==> config.mk <==
export PLATFORM = sky130hd
export DESIGN_NAME = cp0_tlb_regs
export DESIGN_NICKNAME = d
export VERILOG_FILES = /design/src/rtl/cp0_tlb_regs.sv
export SDC_FILE = /design/constraint.sdc
export NUM_CORES = 1
export LEC_CHECK = 0
export BUFFER_PORTS_ARGS = -buffer_cell sky130_fd_sc_hd__buf_2
export CORE_AREA = 2 2 198 200
export DETAILED_ROUTE_END_ITERATION = 10
export DIE_AREA = 0 0 200 202
export PLACE_DENSITY_LB_ADDON = 0.08
export SKIP_LAST_GASP = 1
export SLEW_MARGIN = 15
export SYNTH_ARGS = -nofsm -noshare
export SYNTH_HDL_FRONTEND = slang
export SYNTH_SLANG_ARGS = --single-unit
==> constraint.sdc <==
create_clock -name clk_i -period 1.9 [get_ports clk_i]
set_input_delay 0.095 -clock clk_i [delete_from_list [all_inputs] [get_ports clk_i]]
set_output_delay 0.095 -clock clk_i [all_outputs]
set_load 0.1 [all_outputs]
==> src/rtl/cp0_tlb_regs.sv <==
// -----------------------------------------------------------------------------
// cp0_tlb_regs
//
// CP0-side register bank for the MMU. It holds Index, Random, EntryLo0,
// EntryLo1, Context, PageMask, Wired and EntryHi, and forms the CP0 end of the
// TLB-instruction interface. It serves MFC0/MTC0 for these eight registers,
// captures TLBP/TLBR results, and records the faulting VPN2 on TLB exceptions.
//
// Ports
//   clk_i                clock; all state changes on the rising edge
//   resetn_i             asynchronous active-low reset
//   mtc0_en_i            MTC0 commits this cycle
//   mtc0_addr_i/_sel_i   destination CP0 register number / select
//   mtc0_data_i          MTC0 write data
//   mfc0_addr_i/_sel_i   MFC0 source register number / select
//   mfc0_data_o          MFC0 read data (combinational from registers)
//   tlbp_en_i            TLBP commits this cycle
//   tlbr_en_i            TLBR commits this cycle
//   tlb_index_in_i       TLB probe result (bit31 = miss, low bits = hit index)
//   tlb_*_in_i           TLB entry read data for TLBR
//   tlb_exc_i            committed TLB refill/invalid/modify exception
//   exc_badvaddr_i       faulting virtual address
//   entryhi_o ... context_o  registered CP0 values for the TLB and exception logic
// -----------------------------------------------------------------------------
module cp0_tlb_regs #(
  parameter int TLB_LINE_NUM      = 8,
  parameter int LOG2_TLB_LINE_NUM = 3
) (
  input  logic        clk_i,
  input  logic        resetn_i,
  input  logic        mtc0_en_i,
  input  logic [4:0]  mtc0_addr_i,
  input  logic [2:0]  mtc0_sel_i,
  input  logic [31:0] mtc0_data_i,
  input  logic [4:0]  mfc0_addr_i,
  input  logic [2:0]  mfc0_sel_i,
  output logic [31:0] mfc0_data_o,
  input  logic        tlbp_en_i,
  input  logic        tlbr_en_i,
  input  logic [31:0] tlb_index_in_i,
  input  logic [31:0] tlb_entryhi_in_i,
  input  logic [31:0] tlb_pagemask_in_i,
  input  logic [31:0] tlb_entrylo0_in_i,
  input  logic [31:0] tlb_entrylo1_in_i,
  input  logic        tlb_exc_i,
  input  logic [31:0] exc_badvaddr_i,
  output logic [31:0] entryhi_o,
  output logic [31:0] pagemask_o,
  output logic [31:0] entrylo0_o,
  output logic [31:0] entrylo1_o,
  output logic [31:0] index_o,
  output logic [31:0] random_o,
  output logic [31:0] context_o
);

  localparam logic [4:0] ADDR_INDEX    = 5'd0;
  localparam logic [4:0] ADDR_RANDOM   = 5'd1;
  localparam logic [4:0] ADDR_ENTRYLO0 = 5'd2;
  localparam logic [4:0] ADDR_ENTRYLO1 = 5'd3;
  localparam logic [4:0] ADDR_CONTEXT  = 5'd4;
  localparam logic [4:0] ADDR_PAGEMASK = 5'd5;
  localparam logic [4:0] ADDR_WIRED    = 5'd6;
  localparam logic [4:0] ADDR_ENTRYHI  = 5'd10;

  // Writable-field masks
  localparam logic [31:0] IDX_MASK      = 32'(TLB_LINE_NUM - 1);
  localparam logic [31:0] P_MASK        = 32'h8000_0000;
  localparam logic [31:0] ENTRYLO_MASK  = 32'h03FF_FFFF;
  localparam logic [31:0] PAGEMASK_MASK = 32'h01FF_E000;
  localparam logic [31:0] ENTRYHI_MASK  = 32'hFFFF_E0FF;
  localparam logic [31:0] VPN2_MASK     = 32'hFFFF_E000;
  localparam logic [31:0] ASID_MASK     = 32'h0000_00FF;
  localparam logic [31:0] PTEBASE_MASK  = 32'hFF80_0000;
  localparam logic [31:0] BADVPN2_MASK  = 32'h007F_FFF0;

  localparam logic [LOG2_TLB_LINE_NUM-1:0] RAND_TOP =
    LOG2_TLB_LINE_NUM'(TLB_LINE_NUM - 1);

  // State
  logic [31:0] index_q,    index_d;
  logic [31:0] entrylo0_q, entrylo0_d;
  logic [31:0] entrylo1_q, entrylo1_d;
  logic [31:0] context_q,  context_d;
  logic [31:0] pagemask_q, pagemask_d;
  logic [31:0] entryhi_q,  entryhi_d;
  logic [LOG2_TLB_LINE_NUM-1:0] wired_q,  wired_d;
  logic [LOG2_TLB_LINE_NUM-1:0] random_q, random_d;

  // MTC0 decode: only select 0 addresses the bank
  logic wr_sel0;
  logic wr_index, wr_entrylo0, wr_entrylo1, wr_context;
  logic wr_pagemask, wr_wired, wr_entryhi;

  always_comb begin
    wr_sel0     = mtc0_en_i && (mtc0_sel_i == 3'd0);
    wr_index    = wr_sel0 && (mtc0_addr_i == ADDR_INDEX);
    wr_entrylo0 = wr_sel0 && (mtc0_addr_i == ADDR_ENTRYLO0);
    wr_entrylo1 = wr_sel0 && (mtc0_addr_i == ADDR_ENTRYLO1);
    wr_context  = wr_sel0 && (mtc0_addr_i == ADDR_CONTEXT);
    wr_pagemask = wr_sel0 && (mtc0_addr_i == ADDR_PAGEMASK);
    wr_wired    = wr_sel0 && (mtc0_addr_i == ADDR_WIRED);
    wr_entryhi  = wr_sel0 && (mtc0_addr_i == ADDR_ENTRYHI);
  end

  // Next-state logic. Each register takes the highest-priority source that
  // targets it: exception > TLBR > TLBP > MTC0.
  always_comb begin
    index_d    = index_q;
    entrylo0_d = entrylo0_q;
    entrylo1_d = entrylo1_q;
    context_d  = context_q;
    pagemask_d = pagemask_q;
    entryhi_d  = entryhi_q;
    wired_d    = wired_q;
    random_d   = random_q;

    // Index: P bit is only ever set by a probe; MTC0 keeps the current P.
    if (tlbp_en_i) begin
      index_d = tlb_index_in_i & (P_MASK | IDX_MASK);
    end else if (wr_index) begin
      index_d = (index_q & P_MASK) | (mtc0_data_i & IDX_MASK);
    end

    if (tlbr_en_i) begin
      entrylo0_d = tlb_entrylo0_in_i & ENTRYLO_MASK;
      entrylo1_d = tlb_entrylo1_in_i & ENTRYLO_MASK;
      pagemask_d = tlb_pagemask_in_i & PAGEMASK_MASK;
    end else begin
      if (wr_entrylo0) entrylo0_d = mtc0_data_i & ENTRYLO_MASK;
      if (wr_entrylo1) entrylo1_d = mtc0_data_i & ENTRYLO_MASK;
      if (wr_pagemask) pagemask_d = mtc0_data_i & PAGEMASK_MASK;
    end

    // EntryHi: the TLB keeps G in bit 12, so the EntryHi mask strips it.
    if (tlb_exc_i) begin
      entryhi_d = (exc_badvaddr_i & VPN2_MASK) | (entryhi_q & ASID_MASK);
    end else if (tlbr_en_i) begin
      entryhi_d = tlb_entryhi_in_i & ENTRYHI_MASK;
    end else if (wr_entryhi) begin
      entryhi_d = mtc0_data_i & ENTRYHI_MASK;
    end

    // Context: BadVPN2 [22:4] is VA[31:13], i.e. the address shifted right by 9.
    if (tlb_exc_i) begin
      context_d = (context_q & PTEBASE_MASK) | ((exc_badvaddr_i >> 9) & BADVPN2_MASK);
    end else if (wr_context) begin
      context_d = (mtc0_data_i & PTEBASE_MASK) | (context_q & BADVPN2_MASK);
    end

    if (wr_wired) begin
      wired_d = LOG2_TLB_LINE_NUM'(mtc0_data_i & IDX_MASK);
    end

    // Random counts down from the top to Wired and wraps; a Wired write
    // restarts it at the top so it never falls below the new floor.
    if (wr_wired || (random_q == wired_q)) begin
      random_d = RAND_TOP;
    end else begin
      random_d = random_q - 1'b1;
    end
  end

  always_ff @(posedge clk_i or negedge resetn_i) begin
    if (!resetn_i) begin
      index_q    <= '0;
      entrylo0_q <= '0;
      entrylo1_q <= '0;
      context_q  <= '0;
      pagemask_q <= '0;
      entryhi_q  <= '0;
      wired_q    <= '0;
      random_q   <= RAND_TOP;
    end else begin
      index_q    <= index_d;
      entrylo0_q <= entrylo0_d;
      entrylo1_q <= entrylo1_d;
      context_q  <= context_d;
      pagemask_q <= pagemask_d;
      entryhi_q  <= entryhi_d;
      wired_q    <= wired_d;
      random_q   <= random_d;
    end
  end

  // Register outputs
  always_comb begin
    index_o    = index_q;
    random_o   = 32'(random_q);
    entrylo0_o = entrylo0_q;
    entrylo1_o = entrylo1_q;
    context_o  = context_q;
    pagemask_o = pagemask_q;
    entryhi_o  = entryhi_q;
  end

  // MFC0 read mux; unmapped addresses and non-zero selects read 0
  always_comb begin
    mfc0_data_o = '0;
    if (mfc0_sel_i == 3'd0) begin
      case (mfc0_addr_i)
        ADDR_INDEX:    mfc0_data_o = index_q;
        ADDR_RANDOM:   mfc0_data_o = 32'(random_q);
        ADDR_ENTRYLO0: mfc0_data_o = entrylo0_q;
        ADDR_ENTRYLO1: mfc0_data_o = entrylo1_q;
        ADDR_CONTEXT:  mfc0_data_o = context_q;
        ADDR_PAGEMASK: mfc0_data_o = pagemask_q;
        ADDR_WIRED:    mfc0_data_o = 32'(wired_q);
        ADDR_ENTRYHI:  mfc0_data_o = entryhi_q;
        default:       mfc0_data_o = '0;
      endcase
    end
  end

endmodule

==> flow_summary.toml, run 1 <==
[layout]
final_layout_size_suffix_gt1_frac = 0.461
final.fill_count = 3996
core_utilization_of_the_finished_layout = 0.341
finish.net_count = 1517
syn_to_final_growth_pct = 77.7
post_layout_nonfiller_instances = 1802

[routing]
drtAntennaViolNets = 0
route.detailed.wl_per_inst_um = 20.9
finalWirelength_mm = 37.7
drcViolationCount = 0
vias = 7687
drt_pre_antenna_iters = 6
avgViaCountPerCell = 4.27
detailedRoute.firstIterationViolations = 389

[power_and_ir_drop]
ir_worst_vdd_mv = 0.648
power.density_nw_per_um2 = 876
static-leakage-power_nw = 5.88
power_consumption_w = 0.0114

[yosys]
seq_area_frac_synth = 0.439
syn_avg_cell_area_um2 = 9.89
post_synth_mux_area_share = 0.104
synthDominantCellAreaShare = 0.429
cell_with_the_most_instances_after_synthesis = "sky130_fd_sc_hd__dfrtp_1"
post_synth_instance_area_um2 = 7360
yosys.area_share.adder = 0.00170
netlist.top_cell.by_area = "sky130_fd_sc_hd__dfrtp_1"
syn_inst = 744
synth_compound_area_frac = 0.209
synthSimpleGateAreaFrac = 0.110
ys_dominant_reg_cell = "sky130_fd_sc_hd__dfrtp_1"
synth.top_cells.by_area = "sky130_fd_sc_hd__dfrtp_1, sky130_fd_sc_hd__buf_4, sky130_fd_sc_hd__mux2_2"
synthXorXnorAreaFrac = 0.00476
ys_ff_latch = 129
ys_types = 49
postSynth.asyncResetShare = 1.00
synth_top_family_by_area = "compound AO/OA/AOI/OAI gates"
synth-edff-count = 0
synth_warnings = 0
leading_post_synthesis_cells_by_instance_count = "sky130_fd_sc_hd__dfrtp_1, sky130_fd_sc_hd__nand2_1, sky130_fd_sc_hd__buf_4"

[status]
run_status = "finished with violations"
violations = "negative setup slack"

[placement]
portBuffers = 325
detailed_place_hpwl_mm = 27.4
placed_cell_count = 1597
placer_s_final_routability_congestion_estimate = 0.749

[hold_path]
worstHoldEndpoint = "entryhi_o[13]"
path_class_of_the_lowest_slack_min_delay_path = "in -> reg"
hold_path_depth = 3
hold_start = "tlb_entryhi_in_i[13]"

[global_routing]
grt_usage = 0.184
grt_pass1_vias = 7978
leftover_overflow_at_the_end_of_global_routing = 0
pin_count_of_the_biggest_net_entering_global_routing = 62
number_of_antenna_violations_at_the_first_check_in_global_routing = 1
first_pass_grt_wire_length_mm = 53.7

[clock_network]
tritoncts = "yes"
worst_setup_hold_path_clk_slew_ns = 0.07
cts-root-to-sink-buffers = 2
cts_root_buf = "sky130_fd_sc_hd__clkbuf_16"
worstSkewPairLatency_ns = 0.44
numCtsBuffers = 17
cts.sink_count = 129
ctsHtreeMaxLevel = 4

[floorplan]
i_o_pin_total = 502
row_count = 72
core-area_um2 = 38300
start_util = 0.192
die-width_um = 200
chipHeight_um = 202
die_area_um2 = 40400

[timing]
count_of_final_max_slew_check_failures = 0
period_share = 1.14
final-hold-violation-count = 0
setup_tns_ns = -0.357
timing.hold.ws_ns = 0.0203
unrepaired_setup_endpoints_after_global_routing = "true"
worst_clock_skew_ns = 0.00638
timing_worst_slew_pin_value_ns = 0.630
slew_headroom = 0.579
fmax_mhz = 462
final.setup.worst_slack_ns = -0.264
final.min_clock_period_ns = 2.16
setup-violations-final = 2

[setup_path]
ff2ff_path_depth = 5
reg2reg_to = "random_q[2]"
crit_type = "reg -> out"
critical_path_peak_fanout = 3
timing.rr.start = "random_q[0]"
end_kind = "primary output"
worstSetupStartpointType = "flop"
setup.reg_to_reg.worst_slack_ns = 0.51
worstPathRequired_ns = 1.80
critical_path_arrival_ns = 2.07

[flow_run]
drv_cap = 0
-- logic make-up (layout without fill, tap and decap cells) --
group / count (synthesis) / in the layout
flip-flops: 129 / 129
XOR/XNOR: 4 / 4
buffers and inverters: 151 / 593
AO/OA/AOI/OAI: 215 / 215
other: 1 / 99
multiplexers: 70 / 70
adder cells (fa/ha/maj): 1 / 1
AND/OR/NAND/NOR: 173 / 173
-- state kept, by name, indices dropped and copies added, names as in the netlist --
register    count
context_o      28
entryhi_o      27
entrylo0_o     26
entrylo1_o     26
index_o         4
pagemask_o     12
random_q        3
wired_q         3
-- per-layer routing --
layer | routed length, µm | part of all wire | vias up | GRT usage
li1 | - | - | 3591 | -
met1 | 17000 | 0.45 | 3804 | 0.244
met4 | 616 | 0.016 | 0 | 0.0513
met2 | 17900 | 0.47 | 263 | 0.300
met5 | 0 | 0 | - | 0
met3 | 2230 | 0.059 | 29 | 0.0419
-- critical path, cell delays in order (launching register included) --
cell and delay [ns]:
sky130_fd_sc_hd__dfrtp_2 0.44, sky130_fd_sc_hd__mux4_2 0.48, sky130_fd_sc_hd__a222oi_1 0.31, sky130_fd_sc_hd__buf_4 0.18
sky130_fd_sc_hd__nor2_4 0.04, sky130_fd_sc_hd__buf_12 0.17
-- where the power goes --
group	switching (W)	internal, W	leakage (nW)
Sequential	0.000282	0.00308	1.47
Clock	0.00136	0.00207	0.286
Combinational	0.00368	0.000980	4.13
Total	0.00532	0.00613	5.88
-- placed cells by master (no fill, tap or decap), types with 3 or more instances in the layout --
| cell | Yosys | routed |
|---|---|---|
| sky130_fd_sc_hd__nor2_1 | 29 | 20 |
| sky130_fd_sc_hd__buf_4 | 98 | 52 |
| sky130_fd_sc_hd__buf_12 | 0 | 47 |
| sky130_fd_sc_hd__xor2_1 | 3 | 3 |
| sky130_fd_sc_hd__clkbuf_16 | 0 | 18 |
| sky130_fd_sc_hd__conb_1 | 1 | 98 |
| sky130_fd_sc_hd__clkbuf_8 | 0 | 4 |
| sky130_fd_sc_hd__nor2_4 | 0 | 7 |
| sky130_fd_sc_hd__a22o_1 | 18 | 18 |
| sky130_fd_sc_hd__a221o_1 | 17 | 17 |
| sky130_fd_sc_hd__o21ai_0 | 29 | 29 |
| sky130_fd_sc_hd__mux2_2 | 39 | 39 |
| sky130_fd_sc_hd__buf_2 | 10 | 291 |
| sky130_fd_sc_hd__dlygate4sd3_1 | 0 | 166 |
| sky130_fd_sc_hd__dfrtp_1 | 126 | 70 |
| sky130_fd_sc_hd__a21oi_4 | 0 | 12 |
| sky130_fd_sc_hd__dfrtp_2 | 0 | 56 |
| sky130_fd_sc_hd__a22oi_1 | 48 | 38 |
| sky130_fd_sc_hd__a31oi_1 | 27 | 14 |
| sky130_fd_sc_hd__a21oi_1 | 40 | 28 |
| sky130_fd_sc_hd__nor4b_1 | 3 | 3 |
| sky130_fd_sc_hd__nand2_1 | 104 | 104 |
| sky130_fd_sc_hd__o221a_2 | 8 | 8 |
| sky130_fd_sc_hd__a22oi_2 | 0 | 10 |
| sky130_fd_sc_hd__clkbuf_1 | 37 | 3 |
| sky130_fd_sc_hd__a31oi_4 | 0 | 13 |
| sky130_fd_sc_hd__a2bb2oi_1 | 24 | 24 |
| sky130_fd_sc_hd__mux2i_1 | 30 | 30 |
| sky130_fd_sc_hd__or2_2 | 4 | 4 |
| sky130_fd_sc_hd__or3_1 | 8 | 8 |
-- area by class of cell --
type / count / area (µm²) / share of cell area
Multi-Input combinational cell: 561 / 4030 / 0.308
Tap cell: 518 / 648 / 0.0496
Timing Repair Buffer: 558 / 4490 / 0.343
Sequential cell: 129 / 3310 / 0.253
Antenna cell: 1 / 2.50 / 0.000191
Clock inverter: 8 / 103 / 0.00785
Clock buffer: 24 / 492 / 0.0376
Inverter: 3 / 11.3 / 0.000861
-- worst max-delay path by stage --
| stage | start | end | slack [ns] | cells past startpoint |
|---|---|---|---|---|
| 2_1_floorplan | pagemask_o[17] | mfc0_data_o[17] | -0.02 | 2 |
| 3_3_place_gp | mtc0_sel_i[1] | index_o[1] | -0.09 | 6 |
| 3_5_place_dp | mtc0_sel_i[1] | index_o[0] | -0.07 | 6 |
| 4_1_cts | random_q[0] | mfc0_data_o[0] | -0.30 | 5 |
| 5_1_grt | random_q[0] | mfc0_data_o[0] | -0.34 | 5 |
| 6_report | entrylo1_o[0] | mfc0_data_o[0] | -0.26 | 5 |
-- repair_timing --
action	4_1_cts	5_1_grt
setup buffers	1	4
endpoints found under the hold margin	201	0
cloned	0	1
gates resized for setup	5	0
pin swaps	2	2
hold buffers	166	0
setup endpoints to repair	2	5
-- per-stage QoR --
step                      cell area, µm²  worst slack, ns
final                              13100           -0.264
after floorplan                     8320          -0.0207
after global routing               13100           -0.342
after detailed placement           10700          -0.0690
after CTS                          13000           -0.297
after global placement             10700          -0.0884
Power figures use the tool's default switching activity.
==> run 2: changes to the inputs <==
Settings changed: RECOVER_POWER set to 50.
==> run 2 against run 1 <==
Against the previous run:
- the flow still finishes with violations (negative setup slack)
- worst setup slack better by 0.019 ns
- register-to-register slack about the same
- critical path depth unchanged
- first-iteration DRC count decreased by 7.5%
- power is 0.15% lower
- cell count unchanged
- critical path type unchanged
==> flow_summary.toml, run 2 (synthesized netlist as in run 1, its figures left out) <==
[status]
run_status = "finished with violations"
violations = "negative setup slack"

[clock_network]
ctsHtreeMaxLevel = 4
numCtsBuffers = 17
worstSkewPairLatency_ns = 0.44
worst_setup_hold_path_clk_slew_ns = 0.06
cts_root_buf = "sky130_fd_sc_hd__clkbuf_16"
cts-root-to-sink-buffers = 2
cts.sink_count = 129
tritoncts = "yes"

[floorplan]
start_util = 0.192
core-area_um2 = 38300
chipHeight_um = 202
row_count = 72
die-width_um = 200
i_o_pin_total = 502
die_area_um2 = 40400

[setup_path]
path_delay_family = "flip-flops"
critical_path_arrival_ns = 2.05
worstPathRequired_ns = 1.80
crit_type = "reg -> out"
end_kind = "primary output"
critical_path_peak_fanout = 2
path_buf_inv = 2
cpPeakStageDelay_ns = 0.46
path_cells = "mux4_2 > a222oi_1 > buf_4 > nor2_4 > buf_12"
cp_slowest_cell = "sky130_fd_sc_hd__dfstp_4"
worstSetupStartpointType = "flop"

[timing]
setup_tns_ns = -1.43
slew_headroom = 0.253
unrepaired_setup_endpoints_after_global_routing = "true"
worst_clock_skew_ns = 0.00683
count_of_final_max_slew_check_failures = 0
setup-violations-final = 15
fmax_mhz = 466
timing.hold.ws_ns = 0.0242
timing_worst_slew_pin_value_ns = 1.12
final.min_clock_period_ns = 2.14
final-hold-violation-count = 0
final.setup.worst_slack_ns = -0.245
period_share = 1.13

[layout]
final_layout_size_suffix_gt1_frac = 0.452
final-seq-area_um2 = 3290
final.fill_count = 4009
layout_common_cells = "sky130_fd_sc_hd__buf_2, sky130_fd_sc_hd__dlygate4sd3_1, sky130_fd_sc_hd__nand2_1"
finish.net_count = 1517
syn_to_final_growth_pct = 76.9
largest_register_ff_count = 28
multi_input_area_um2 = 4020
mostFrequentLayoutCell = "sky130_fd_sc_hd__buf_2"

[power_and_ir_drop]
ir_worst_vdd_mv = 0.636
static-leakage-power_nw = 5.87
power.density_nw_per_um2 = 878

[placement]
placer_s_final_routability_congestion_estimate = 0.749
detailed_place_hpwl_mm = 27.4
portBuffers = 325

[hold_path]
path_class_of_the_lowest_slack_min_delay_path = "in -> reg"

[routing]
drt_pre_antenna_iters = 6
vias = 7697
avgViaCountPerCell = 4.27
finalWirelength_mm = 37.6
drtAntennaViolNets = 0
drcViolationCount = 0
detailedRoute.firstIterationViolations = 360
route.detailed.wl_per_inst_um = 20.9

[global_routing]
first_pass_grt_wire_length_mm = 53.7
leftover_overflow_at_the_end_of_global_routing = 0
pin_count_of_the_biggest_net_entering_global_routing = 62
number_of_antenna_violations_at_the_first_check_in_global_routing = 1
grt_pass1_vias = 7978
grt_usage = 0.184

[flow_run]
drv_cap = 0
## run 2: cell types whose count changed in the layout (fill, tap and decap cells not counted), sizes merged
cell	before	now
buf	391	341
clkbuf	25	75
## run 2: worst paths after layout
check	end	slack, ns	start	depth (start not counted)
min reg2reg	entryhi_o[14]	0.53	entryhi_o[14]	1
max	mfc0_data_o[0]	-0.24	random_q[0]	5
min	entryhi_o[13]	0.02	tlb_entryhi_in_i[13]	3
max reg2reg	random_q[1]	0.51	random_q[0]	5
max in group asynchronous	entrylo0_o[0]	0.20	resetn_i	3
min in group asynchronous	entrylo0_o[19]	0.41	resetn_i	2
## run 2: report_power, final
group	switching [W]	internal (W)	total (W)
sequential	0.000286	0.00307	0.00336
combinational	0.00367	0.000969	0.00464
clock	0.00135	0.00207	0.00342
## run 2: repair_timing
action | in CTS | in global routing
gates cloned | 0 | 1
resized for setup | 5 | 0
endpoints found under the setup margin | 2 | 5
buffers inserted | 1 | 4
hold buffers | 166 | 0
pin swaps | 2 | 2
hold endpoints to repair | 201 | 0
## run 2: worst register-to-register path: cells and delay by family, from the launching register on
kind                   cells  cell delay, ns
flip-flops                 1            0.61
XOR/XNOR                   1            0.13
AND/OR/NAND/NOR            2            0.17
buffers and inverters      1            0.13
AO/OA/AOI/OAI              1            0.28
## run 2: per-stage QoR
step           utilization  std cells  setup slack (ns)  total power, W  cell area [µm²]
2_1_floorplan            -        841           -0.0207         0.00695             8320
5_1_grt              0.340       1802            -0.342          0.0119            13000
3_5_place_dp         0.280       1597           -0.0690         0.00779            10700
6_report             0.340       1802            -0.245          0.0114            13000
4_1_cts              0.340       1796            -0.297          0.0116            13000
3_3_place_gp         0.280       1597           -0.0884         0.00778            10700
## run 2: routing by layer
metal / vias up / track usage / wire, µm
met3: 28 / 0.0419 / 2150
li1: 3585 / - / -
met1: 3809 / 0.244 / 17000
met4: 0 / 0.0513 / 594
met5: - / 0 / 0
met2: 275 / 0.300 / 17900
## run 2: cell type report
| class | instances | share of cell area |
|---|---|---|
| Tap cell | 518 | 0.0498 |
| Clock buffer | 24 | 0.0378 |
| Inverter | 3 | 0.000865 |
| Timing Repair Buffer | 558 | 0.341 |
| Antenna cell | 1 | 0.000192 |
| Sequential cell | 129 | 0.253 |
| Clock inverter | 8 | 0.00788 |
| Multi-Input combinational cell | 561 | 0.309 |
==> run 3: changes to the inputs <==
Settings changed: CELL_PAD_IN_SITES_DETAIL_PLACEMENT set to 0, CELL_PAD_IN_SITES_GLOBAL_PLACEMENT set to 2, CORE_AREA 2 2 198 200 to 2 2 193 195, DIE_AREA 0 0 200 202 to 0 0 195 197.
Clock period 1.9 ns to 2 ns, I/O delays scaled along.
==> run 3 against run 2 <==
Against the previous run:
- the flow still finishes with violations (negative setup slack)
- design area is 4.3% lower
- clock power is 3% higher
- worst setup slack better by 0.11 ns
- power is 3.7% lower
- critical endpoint unchanged
- largest power group unchanged
==> flow_summary.toml, run 3 (synthesized netlist as in run 1, its figures left out) <==
[setup_path]
cp_slowest_cell = "sky130_fd_sc_hd__a222oi_1"
worstSetupStartpoint = "entrylo1_o[0]"
critical_path_arrival_ns = 2.04
ff2ff_path_depth = 3
cpPeakStageDelay_ns = 0.49
worstPathRequired_ns = 1.90
timing.rr.start = "entrylo0_o[8]"
end_kind = "primary output"
path_cells = "mux4_2 > a222oi_1 > nor2_4 > buf_12"
path_delay_family = "compound AO/OA/AOI/OAI gates"
critical_path_peak_fanout = 2
path_buf_inv = 1
crit_type = "reg -> out"
worstSetupPathDepth = 4
worstSetupStartpointType = "flop"

[placement]
placer_s_final_routability_congestion_estimate = 0.749
placed_cell_count = 1530
portBuffers = 325
detailed_place_hpwl_mm = 26.8
place_worst_setup_slack_ns = -0.0439
postPlaceCellArea_um2 = 10400

[routing]
drtAntennaViolNets = 0
avgViaCountPerCell = 4.40
detailedRoute.firstIterationViolations = 286
finalWirelength_mm = 36.9
drcViolationCount = 0
drt_pre_antenna_iters = 4
route.detailed.wl_per_inst_um = 21.7
vias = 7493

[layout]
final_cell_area_um2 = 12400
number_of_diodes_added_for_antenna_fixing = 0
core_utilization_of_the_finished_layout = 0.343
finish.net_count = 1468
layout_common_cells = "sky130_fd_sc_hd__buf_2, sky130_fd_sc_hd__dlygate4sd3_1, sky130_fd_sc_hd__dfrtp_1"
syn_to_final_growth_pct = 69.2
final.fill_count = 3797
post_layout_nonfiller_instances = 1702
final_layout_size_suffix_gt1_frac = 0.415
mostFrequentLayoutCell = "sky130_fd_sc_hd__buf_2"
largest_register_ff_count = 28

[timing]
timing_worst_slew_pin_value_ns = 1.30
slew_headroom = 0.134
setup-violations-final = 1
unrepaired_setup_endpoints_after_global_routing = "true"
final.min_clock_period_ns = 2.14
final-hold-violation-count = 0
period_share = 1.07
fmax_mhz = 468
worst_clock_skew_ns = 0.00505
final.setup.worst_slack_ns = -0.136
count_of_final_max_slew_check_failures = 0

[floorplan]
chipHeight_um = 197
i_o_pin_total = 502
core-area_um2 = 36300
die_area_um2 = 38400
die-width_um = 195
row_count = 70
start_util = 0.203

[global_routing]
first_pass_grt_wire_length_mm = 53.4
leftover_overflow_at_the_end_of_global_routing = 0
grt_pass1_vias = 7611
pin_count_of_the_biggest_net_entering_global_routing = 62
number_of_antenna_violations_at_the_first_check_in_global_routing = 0
grt_usage = 0.190

[clock_network]
numCtsBuffers = 17
tritoncts = "yes"
cts.sink_count = 129
worst_setup_hold_path_clk_slew_ns = 0.07
cts_root_buf = "sky130_fd_sc_hd__clkbuf_16"
cts-root-to-sink-buffers = 2
ctsHtreeMaxLevel = 4
worstSkewPairLatency_ns = 0.42

[hold_path]
path_class_of_the_lowest_slack_min_delay_path = "in -> reg"
hold_path_depth = 3
hold_start = "tlb_entryhi_in_i[19]"

[status]
run_status = "finished with violations"
violations = "negative setup slack"

[power_and_ir_drop]
static-leakage-power_nw = 5.71
ir_worst_vdd_mv = 0.568
power.density_nw_per_um2 = 885

[flow_run]
drv_cap = 0
-- run 3: final timing paths --
check	to	slack, ns
max	mfc0_data_o[0]	-0.14
min	entryhi_o[19]	0.01
max reg2reg	entrylo0_o[8]	0.68
min reg2reg	random_q[0]	0.49
max in group asynchronous	context_o[6]	0.20
min in group asynchronous	entrylo1_o[0]	0.49
-- run 3: metrics by stage --
step | hold WS [ns] | setup TNS, ns | total power, W
detailed placement | 0.0833 | -0.442 | 0.00733
CTS | 0.000236 | -0.163 | 0.0112
floorplan | -0.196 | -0.312 | 0.00656
finish | 0.0119 | -0.136 | 0.0110
global route | 0.00501 | -4.03 | 0.0115
global placement | 0.0942 | -0.278 | 0.00733
-- run 3: worst min-delay path, stage by stage --
cell	delay, ns
sky130_fd_sc_hd__buf_2	0.08
sky130_fd_sc_hd__a22o_1	0.13
sky130_fd_sc_hd__a221o_1	0.10
-- run 3: routing by layer --
| layer | wire length [µm] | GRT usage |
|---|---|---|
| met2 | 18300 | 0.328 |
| met1 | 16700 | 0.251 |
| met4 | 334 | 0.0393 |
| met3 | 1560 | 0.0329 |
| met5 | 0 | 0 |
-- run 3: final cells by class --
class	instances	area (µm²)	share of cell area
Multi-Input combinational cell	561	3980	0.320
Timing Repair Buffer	509	3980	0.320
Sequential cell	129	3240	0.260
Tap cell	468	586	0.0470
Clock buffer	21	480	0.0386
Clock inverter	11	174	0.0140
Inverter	3	11.3	0.000905
-- run 3: repair_timing --
action	4_1_cts	5_1_grt
setup endpoints to repair	2	2
hold buffers	137	0
resized for setup	1	1
cloned	0	0
hold endpoints to repair	159	0
pin swaps	1	0
setup buffers	3	0
-- run 3: where the power goes --
part           switching (W)  leakage (nW)  internal (W)
logic                0.00347          3.88      0.000842
clock network        0.00129         0.313       0.00223
registers           0.000273          1.52       0.00290
